[src/rtl/spi_pkg.sv]
// Shared definitions for the SPI memory port: FSM encoding, header layout.
package spi_pkg;

  typedef enum logic [1:0] {
    ST_HDR   = 2'd0,
    ST_READ  = 2'd1,
    ST_WRITE = 2'd2
  } state_e;

  // Direction flag carried by the first header bit on the wire
  localparam logic DIR_WRITE = 1'b1;

  // Header is one direction bit followed by the start address
  function automatic int unsigned hdr_len(input int unsigned addr_w);
    return addr_w + 32'd1;
  endfunction

endpackage

[src/rtl/spi_shift_reg.sv]
// Data-phase shift register shared by the read (serialise) and write
// (deserialise) paths; bit order on the wire selected by MSB_FIRST.
module spi_shift_reg #(
  parameter int unsigned DATA_W    = 16,
  parameter bit          MSB_FIRST = 1'b1
) (
  input  logic              clk_i,
  input  logic              rst_i,
  input  logic              load_i,
  input  logic [DATA_W-1:0] load_val_i,
  input  logic              shift_i,
  input  logic              sin_i,
  output logic              sout_o,
  output logic [DATA_W-1:0] shift_val_o
);

  logic [DATA_W-1:0] sr_q, sr_d;

  // Value after one serial step; the write path captures it as the full word
  always_comb begin
    if (MSB_FIRST) shift_val_o = {sr_q[DATA_W-2:0], sin_i};
    else           shift_val_o = {sin_i, sr_q[DATA_W-1:1]};
  end

  // Parallel load wins over shifting
  always_comb begin
    sr_d = sr_q;
    if (load_i)       sr_d = load_val_i;
    else if (shift_i) sr_d = shift_val_o;
  end

  // Shift register state
  always_ff @(posedge clk_i) begin
    if (rst_i) sr_q <= '0;
    else       sr_q <= sr_d;
  end

  assign sout_o = MSB_FIRST ? sr_q[DATA_W-1] : sr_q[0];

endmodule

[src/rtl/spi_mem_port.sv]
// SPI-slave memory port: header (direction + start address) followed by a
// stream of whole words with auto-incrementing, wrapping addresses.
module spi_mem_port
  import spi_pkg::*;
#(
  parameter int unsigned DATA_W    = 16,
  parameter int unsigned ADDR_W    = 12,
  parameter bit          MSB_FIRST = 1'b1
) (
  input  logic              clk,
  input  logic              reset_flag,
  input  logic              sel,
  input  logic              rising,
  input  logic              falling,
  input  logic              si,
  output logic              so,
  output logic [ADDR_W-1:0] addr,
  input  logic [DATA_W-1:0] rd_data,
  output logic              wr_en,
  output logic [DATA_W-1:0] wr_data,
  output logic              busy
);

  localparam int unsigned HDR_LEN = hdr_len(ADDR_W);
  localparam int unsigned CNT_MAX = (HDR_LEN > DATA_W) ? HDR_LEN : DATA_W;
  localparam int unsigned CNT_W   = $clog2(CNT_MAX);
  localparam logic [CNT_W-1:0] CNT_HDR  = CNT_W'(HDR_LEN - 1);
  localparam logic [CNT_W-1:0] CNT_DATA = CNT_W'(DATA_W - 1);

  state_e              state_q, state_d;
  logic [ADDR_W-1:0]   addr_q, addr_d;
  logic [CNT_W-1:0]    cnt_q, cnt_d;
  logic [HDR_LEN-1:0]  hdr_q, hdr_d, hdr_next;
  logic [DATA_W-1:0]   pref_q, pref_d;
  logic                wr_en_q, wr_en_d;
  logic [DATA_W-1:0]   wr_data_q, wr_data_d;
  logic                busy_q, busy_d;

  logic                sr_load;
  logic [DATA_W-1:0]   sr_load_val;
  logic                sr_shift;
  logic                sr_sout;
  logic [DATA_W-1:0]   sr_shift_val;

  spi_shift_reg #(
    .DATA_W    (DATA_W),
    .MSB_FIRST (MSB_FIRST)
  ) u_shift (
    .clk_i       (clk),
    .rst_i       (reset_flag),
    .load_i      (sr_load),
    .load_val_i  (sr_load_val),
    .shift_i     (sr_shift),
    .sin_i       (si),
    .sout_o      (sr_sout),
    .shift_val_o (sr_shift_val)
  );

  // Next-state logic: header decode, read serialisation, write assembly
  always_comb begin
    state_d     = state_q;
    addr_d      = addr_q;
    cnt_d       = cnt_q;
    hdr_d       = hdr_q;
    pref_d      = pref_q;
    wr_en_d     = 1'b0;
    wr_data_d   = wr_data_q;
    sr_load     = 1'b0;
    sr_load_val = '0;
    sr_shift    = 1'b0;
    hdr_next    = {hdr_q[HDR_LEN-2:0], si};

    if (!sel) begin
      // Frame ended: any partial word is dropped, address and data held
      state_d = ST_HDR;
      cnt_d   = CNT_HDR;
    end else begin
      unique case (state_q)
        ST_HDR: begin
          if (rising) begin
            hdr_d = hdr_next;
            if (cnt_q == '0) begin
              addr_d  = hdr_next[ADDR_W-1:0];
              // Clear so the data phase starts from a known, quiet value
              sr_load = 1'b1;
              if (hdr_next[HDR_LEN-1] == DIR_WRITE) begin
                state_d = ST_WRITE;
                cnt_d   = CNT_DATA;
              end else begin
                // Zero count makes the first falling strobe a word load
                state_d = ST_READ;
                cnt_d   = '0;
              end
            end else begin
              cnt_d = cnt_q - CNT_W'(1);
            end
          end
        end
        ST_READ: begin
          pref_d = rd_data;
          // A falling strobe coinciding with rising is a violation; ignore it
          if (falling && !rising) begin
            if (cnt_q == '0) begin
              sr_load     = 1'b1;
              sr_load_val = pref_q;
              cnt_d       = CNT_DATA;
              addr_d      = addr_q + ADDR_W'(1);
            end else begin
              sr_shift = 1'b1;
              cnt_d    = cnt_q - CNT_W'(1);
            end
          end
        end
        ST_WRITE: begin
          if (wr_en_q) addr_d = addr_q + ADDR_W'(1);
          if (rising) begin
            sr_shift = 1'b1;
            if (cnt_q == '0) begin
              wr_en_d   = 1'b1;
              wr_data_d = sr_shift_val;
              cnt_d     = CNT_DATA;
            end else begin
              cnt_d = cnt_q - CNT_W'(1);
            end
          end
        end
        default: begin
          state_d = ST_HDR;
          cnt_d   = CNT_HDR;
        end
      endcase
    end

    busy_d = (state_d != ST_HDR);
  end

  // State and datapath registers, synchronous reset
  always_ff @(posedge clk) begin
    if (reset_flag) begin
      state_q   <= ST_HDR;
      addr_q    <= '0;
      cnt_q     <= CNT_HDR;
      hdr_q     <= '0;
      pref_q    <= '0;
      wr_en_q   <= 1'b0;
      wr_data_q <= '0;
      busy_q    <= 1'b0;
    end else begin
      state_q   <= state_d;
      addr_q    <= addr_d;
      cnt_q     <= cnt_d;
      hdr_q     <= hdr_d;
      pref_q    <= pref_d;
      wr_en_q   <= wr_en_d;
      wr_data_q <= wr_data_d;
      busy_q    <= busy_d;
    end
  end

  assign so      = (state_q == ST_READ) & sr_sout;
  assign addr    = addr_q;
  assign wr_en   = wr_en_q;
  assign wr_data = wr_data_q;
  assign busy    = busy_q;

endmodule

[config.mk]
export PLATFORM = sky130hd
export DESIGN_NAME = spi_mem_port
export DESIGN_NICKNAME = d
export VERILOG_FILES = /design/src/rtl/spi_pkg.sv /design/src/rtl/spi_shift_reg.sv /design/src/rtl/spi_mem_port.sv
export SDC_FILE = /design/constraint.sdc
export NUM_CORES = 1
export LEC_CHECK = 0
export CORE_MARGIN = 5
export CORE_UTILIZATION = 59
export DETAILED_ROUTE_END_ITERATION = 10
export PLACE_DENSITY = 0.94
export SLEW_MARGIN = 10
export SYNTH_ARGS = -nofsm -noshare
export SYNTH_HDL_FRONTEND = slang
export SYNTH_HIERARCHICAL = 1
export SYNTH_SLANG_ARGS = --single-unit
[constraint.sdc]
create_clock -name clk -period 3.49 [get_ports clk]
set_clock_uncertainty 0.1 [all_clocks]
set_input_delay 1.047 -clock clk [delete_from_list [all_inputs] [get_ports clk]]
set_output_delay 1.047 -clock clk [all_outputs]
set_load 0.05 [all_outputs]
==> impl_results.md <==
* R2r startpoint: cnt_q[0]
* Run status: finished, final reports clean
* Clock Latency Late Sink at 0.36 ns
* Fmax at approximately 310 MHz
* #FFs+latches synth at 80
* Mapped Area at 3916 um2
* Cells after synthesis at 442
* Initial antenna violation count at 0
* Overall Global Routing Usage at around 22%
* Critical path fanouts, max at 7
* Slew Limit Headroom at 46.77%
* Die Area at around 8400 um2
* Slew @ Worst Pin at roughly 0.8 ns
* Worst Hold Class: reg -> reg
* Post-synth EDFFs at 0
* R2r setup slk at 1.04 ns
* Largest net degree at the start of global routing at 73
* Number of global-route vias before repair at ~3.3k
* MaxCap Viol Count at 0
* Fin crit share at 91.20%
* Final-report hold violation count at 0
* DP Worst Slack at 0.3138 ns
* Net Sw Frac at 25.64%
* GRT overflow at 0
* Clock Tree Root: clkbuf_8
* Detailed Place HPWL at 6529 um
* Antenna-violating nets left at 0
* Setup TNS at 0 ns
* Fillers at 456
* Required time worst endpoint at 2.34 ns
* Drt pass-1 iters at 5
* R2R depth at 8
* Seq/Total Area, Yosys at just over 40%
* Setup crit start: state_q[1]
* Primary FF master, synth: dfxtp_1
* Part of the power in registers at 56.0%
* WS Path Type: reg -> out
* Worst hold path cell count at 2
* Ys async rst share at 0%
* I/O pin total at 53
* Syn Nets at between 400 and 500
* Share of layout cells above drive strength 1 at around 11%
* Clk buf depth at 2
* Initial core utilization at about three fifths
* Clock group share of total power at 39.6%
* CTS resizes at 0
* Internal Pwr Total at 1221 uW
* Final net count at 517
* Worst EP arrival at between 2 and 2.5 ns
* DRC Markers at 0
* Final min period at 3.183 ns
* Hold-fix buffers, CTS at 0
* Synth Warn # at 6
* Pwr Total at 1641 uW
* CTS Buf Count at 9
* Sink Count at 80
* Slew Viols, Final at 0
* Buffers on Ports at 52
* Avg Synthesized Cell Area at 8.860 um2
* Combined area of the multi-input logic cells at 2077 um2
* Routability cong. at 0.9225
* Vias per inst at roughly 6.1
* P_sw at ~420 uW
* Crit path launch type: register
* Sequential cell area at 1602 um2
* Combinational Power Share at between 4 and 5%
* Core Area at around 6400 um2
* Cell Rows at 29
* Post-synth cell types at 58
* Worst IR drop on VDD at 0.2377 mV
* H-tree depth at 3
* Die X-Extent at 91.47 um
* PnR worst setup slack at 0.3071 ns
* CP endpoint kind: primary output
* # Post-CTS Setup Buffers at 0
* Routed length per instance at 16.20 um
* Detailed Route WL at 9235 um
* Static Leakage at 0.001530 uW
* TritonCTS clock tree: yes
* Overall die height at 91.47 um
* Vias at 3452
* Layout area overhead at 18.08%
* Pwr dens at about 350 nW/um2
* Ant diodes at 0
* Clock transition at path regs at 0.09 ns
* RSZ-0062 raised after global routing: no
* Crit path to: so
* Reg2reg end: u_shift/sr_q[1]
* Initial DRC Count at 268
* First-pass GRT wire length at 15400 um
* Final Setup Violations at 0
-- area by class of cell --
cell class              count  share of cell area [%]
clock buffers               9                   2.679
clock inverters             7                   1.380
inverters                  17                   1.380
multi-input cells         317                   44.91
flip-flops and latches     80                   34.63
well taps                  77                   2.083
repair buffers             63                   12.93
-- synthesized netlist by cell type, types with 3 or more instances --
cell      instances  area share [%]
o21ai_0          12             1.5
nor2_1           24             2.3
nand3_1           7            0.89
buf_1             3            0.29
clkbuf_1         15             1.4
a211oi_1          8             1.5
buf_6             3            0.86
nor4_1            4            0.64
o32ai_1           4            0.89
a221oi_2          3             1.2
a221oi_1          3            0.67
nand4_1           4            0.64
dfxtp_1          80              41
a32o_1            3            0.77
nand2_1          72             6.9
nor3_1            6            0.77
inv_1            17             1.6
a211oi_2         10             3.2
ha_1              7             2.2
and2_1           18             2.9
nor2b_1          20             3.2
mux2i_1          33             8.4
a21oi_1          38             4.9
-- metal layers --
metal	GRT usage [%]	routed length (um)
met5	0	0
met4	10.15	272
met3	3.967	502
met2	36.34	4475
met1	28.05	3985
-- per-stage QoR --
step / cell area (um2) / cells / util, % / hold slack, ns
after floorplan: 3916 / 442 / - / 0.3317
after global placement: 4437 / 554 / 69.47 / 0.3396
after detailed placement: 4437 / 554 / 69.47 / 0.3434
after CTS: 4624 / 570 / 72.41 / 0.3558
after global routing: 4624 / 570 / 72.41 / 0.3741
final: 4624 / 570 / 72.41 / 0.3521
-- kinds of logic after synthesis --
family                   count (synthesis)  synth area share [%]
AO/OA/AOI/OAI                          103                 19.71
multiplexers                            33                 8.435
buffers and inverters                   45                 6.070
flip-flops                              80                 40.89
AND/OR/NAND/NOR                        174                 22.65
adder cells (fa/ha/maj)                  7                 2.236
-- how the worst min path moves through the flow --
stage | start | to | slack [ns]
finish | pref_q[0] | pref_q[0] | 0.35
global route | pref_q[14] | pref_q[14] | 0.37
CTS | pref_q[0] | pref_q[0] | 0.36
detailed placement | pref_q[14] | pref_q[14] | 0.34
global placement | pref_q[0] | pref_q[0] | 0.34
floorplan | pref_q[0] | pref_q[0] | 0.33
-- power by group through the flow --
stage	clock network, uW	registers (uW)	logic (uW)
after global routing	700	919	77.6
after CTS	661	918	71.6
final	650	918	72.7
after global placement	0	939	69.9
after floorplan	0	939	37.9
after detailed placement	0	940	71.3
-- cell usage in the layout (no fill, tap or decap), types with 4 or more instances in the layout --
| cell | count |
|---|---|
| a211oi_1 | 8 |
| a211oi_2 | 10 |
| a21oi_1 | 38 |
| and2_1 | 18 |
| buf_4 | 11 |
| clkbuf_8 | 9 |
| clkdlybuf4s50_1 | 51 |
| dfxtp_1 | 80 |
| ha_1 | 7 |
| inv_1 | 17 |
| mux2i_1 | 33 |
| nand2_1 | 72 |
| nand3_1 | 7 |
| nand4_1 | 4 |
| nor2_1 | 24 |
| nor2b_1 | 20 |
| nor3_1 | 6 |
| nor4_1 | 4 |
| o21ai_0 | 12 |
| o32ai_1 | 4 |
-- registers in the layout (all words and copies together), names as in the netlist, 2 cells and up --
register	cells
addr	12
cnt_q	4
hdr_q	12
pref_q	16
state_q	2
u_shift/sr_q	16
wr_data	16
-- critical path, stage by stage (launching register included) --
cell and delay [ns]:
dfxtp_1 0.38, inv_1 0.14, ha_1 0.20, and2_1 0.16, clkdlybuf4s50_1 0.80
No activity file was read; power rests on OpenSTA's default activity.
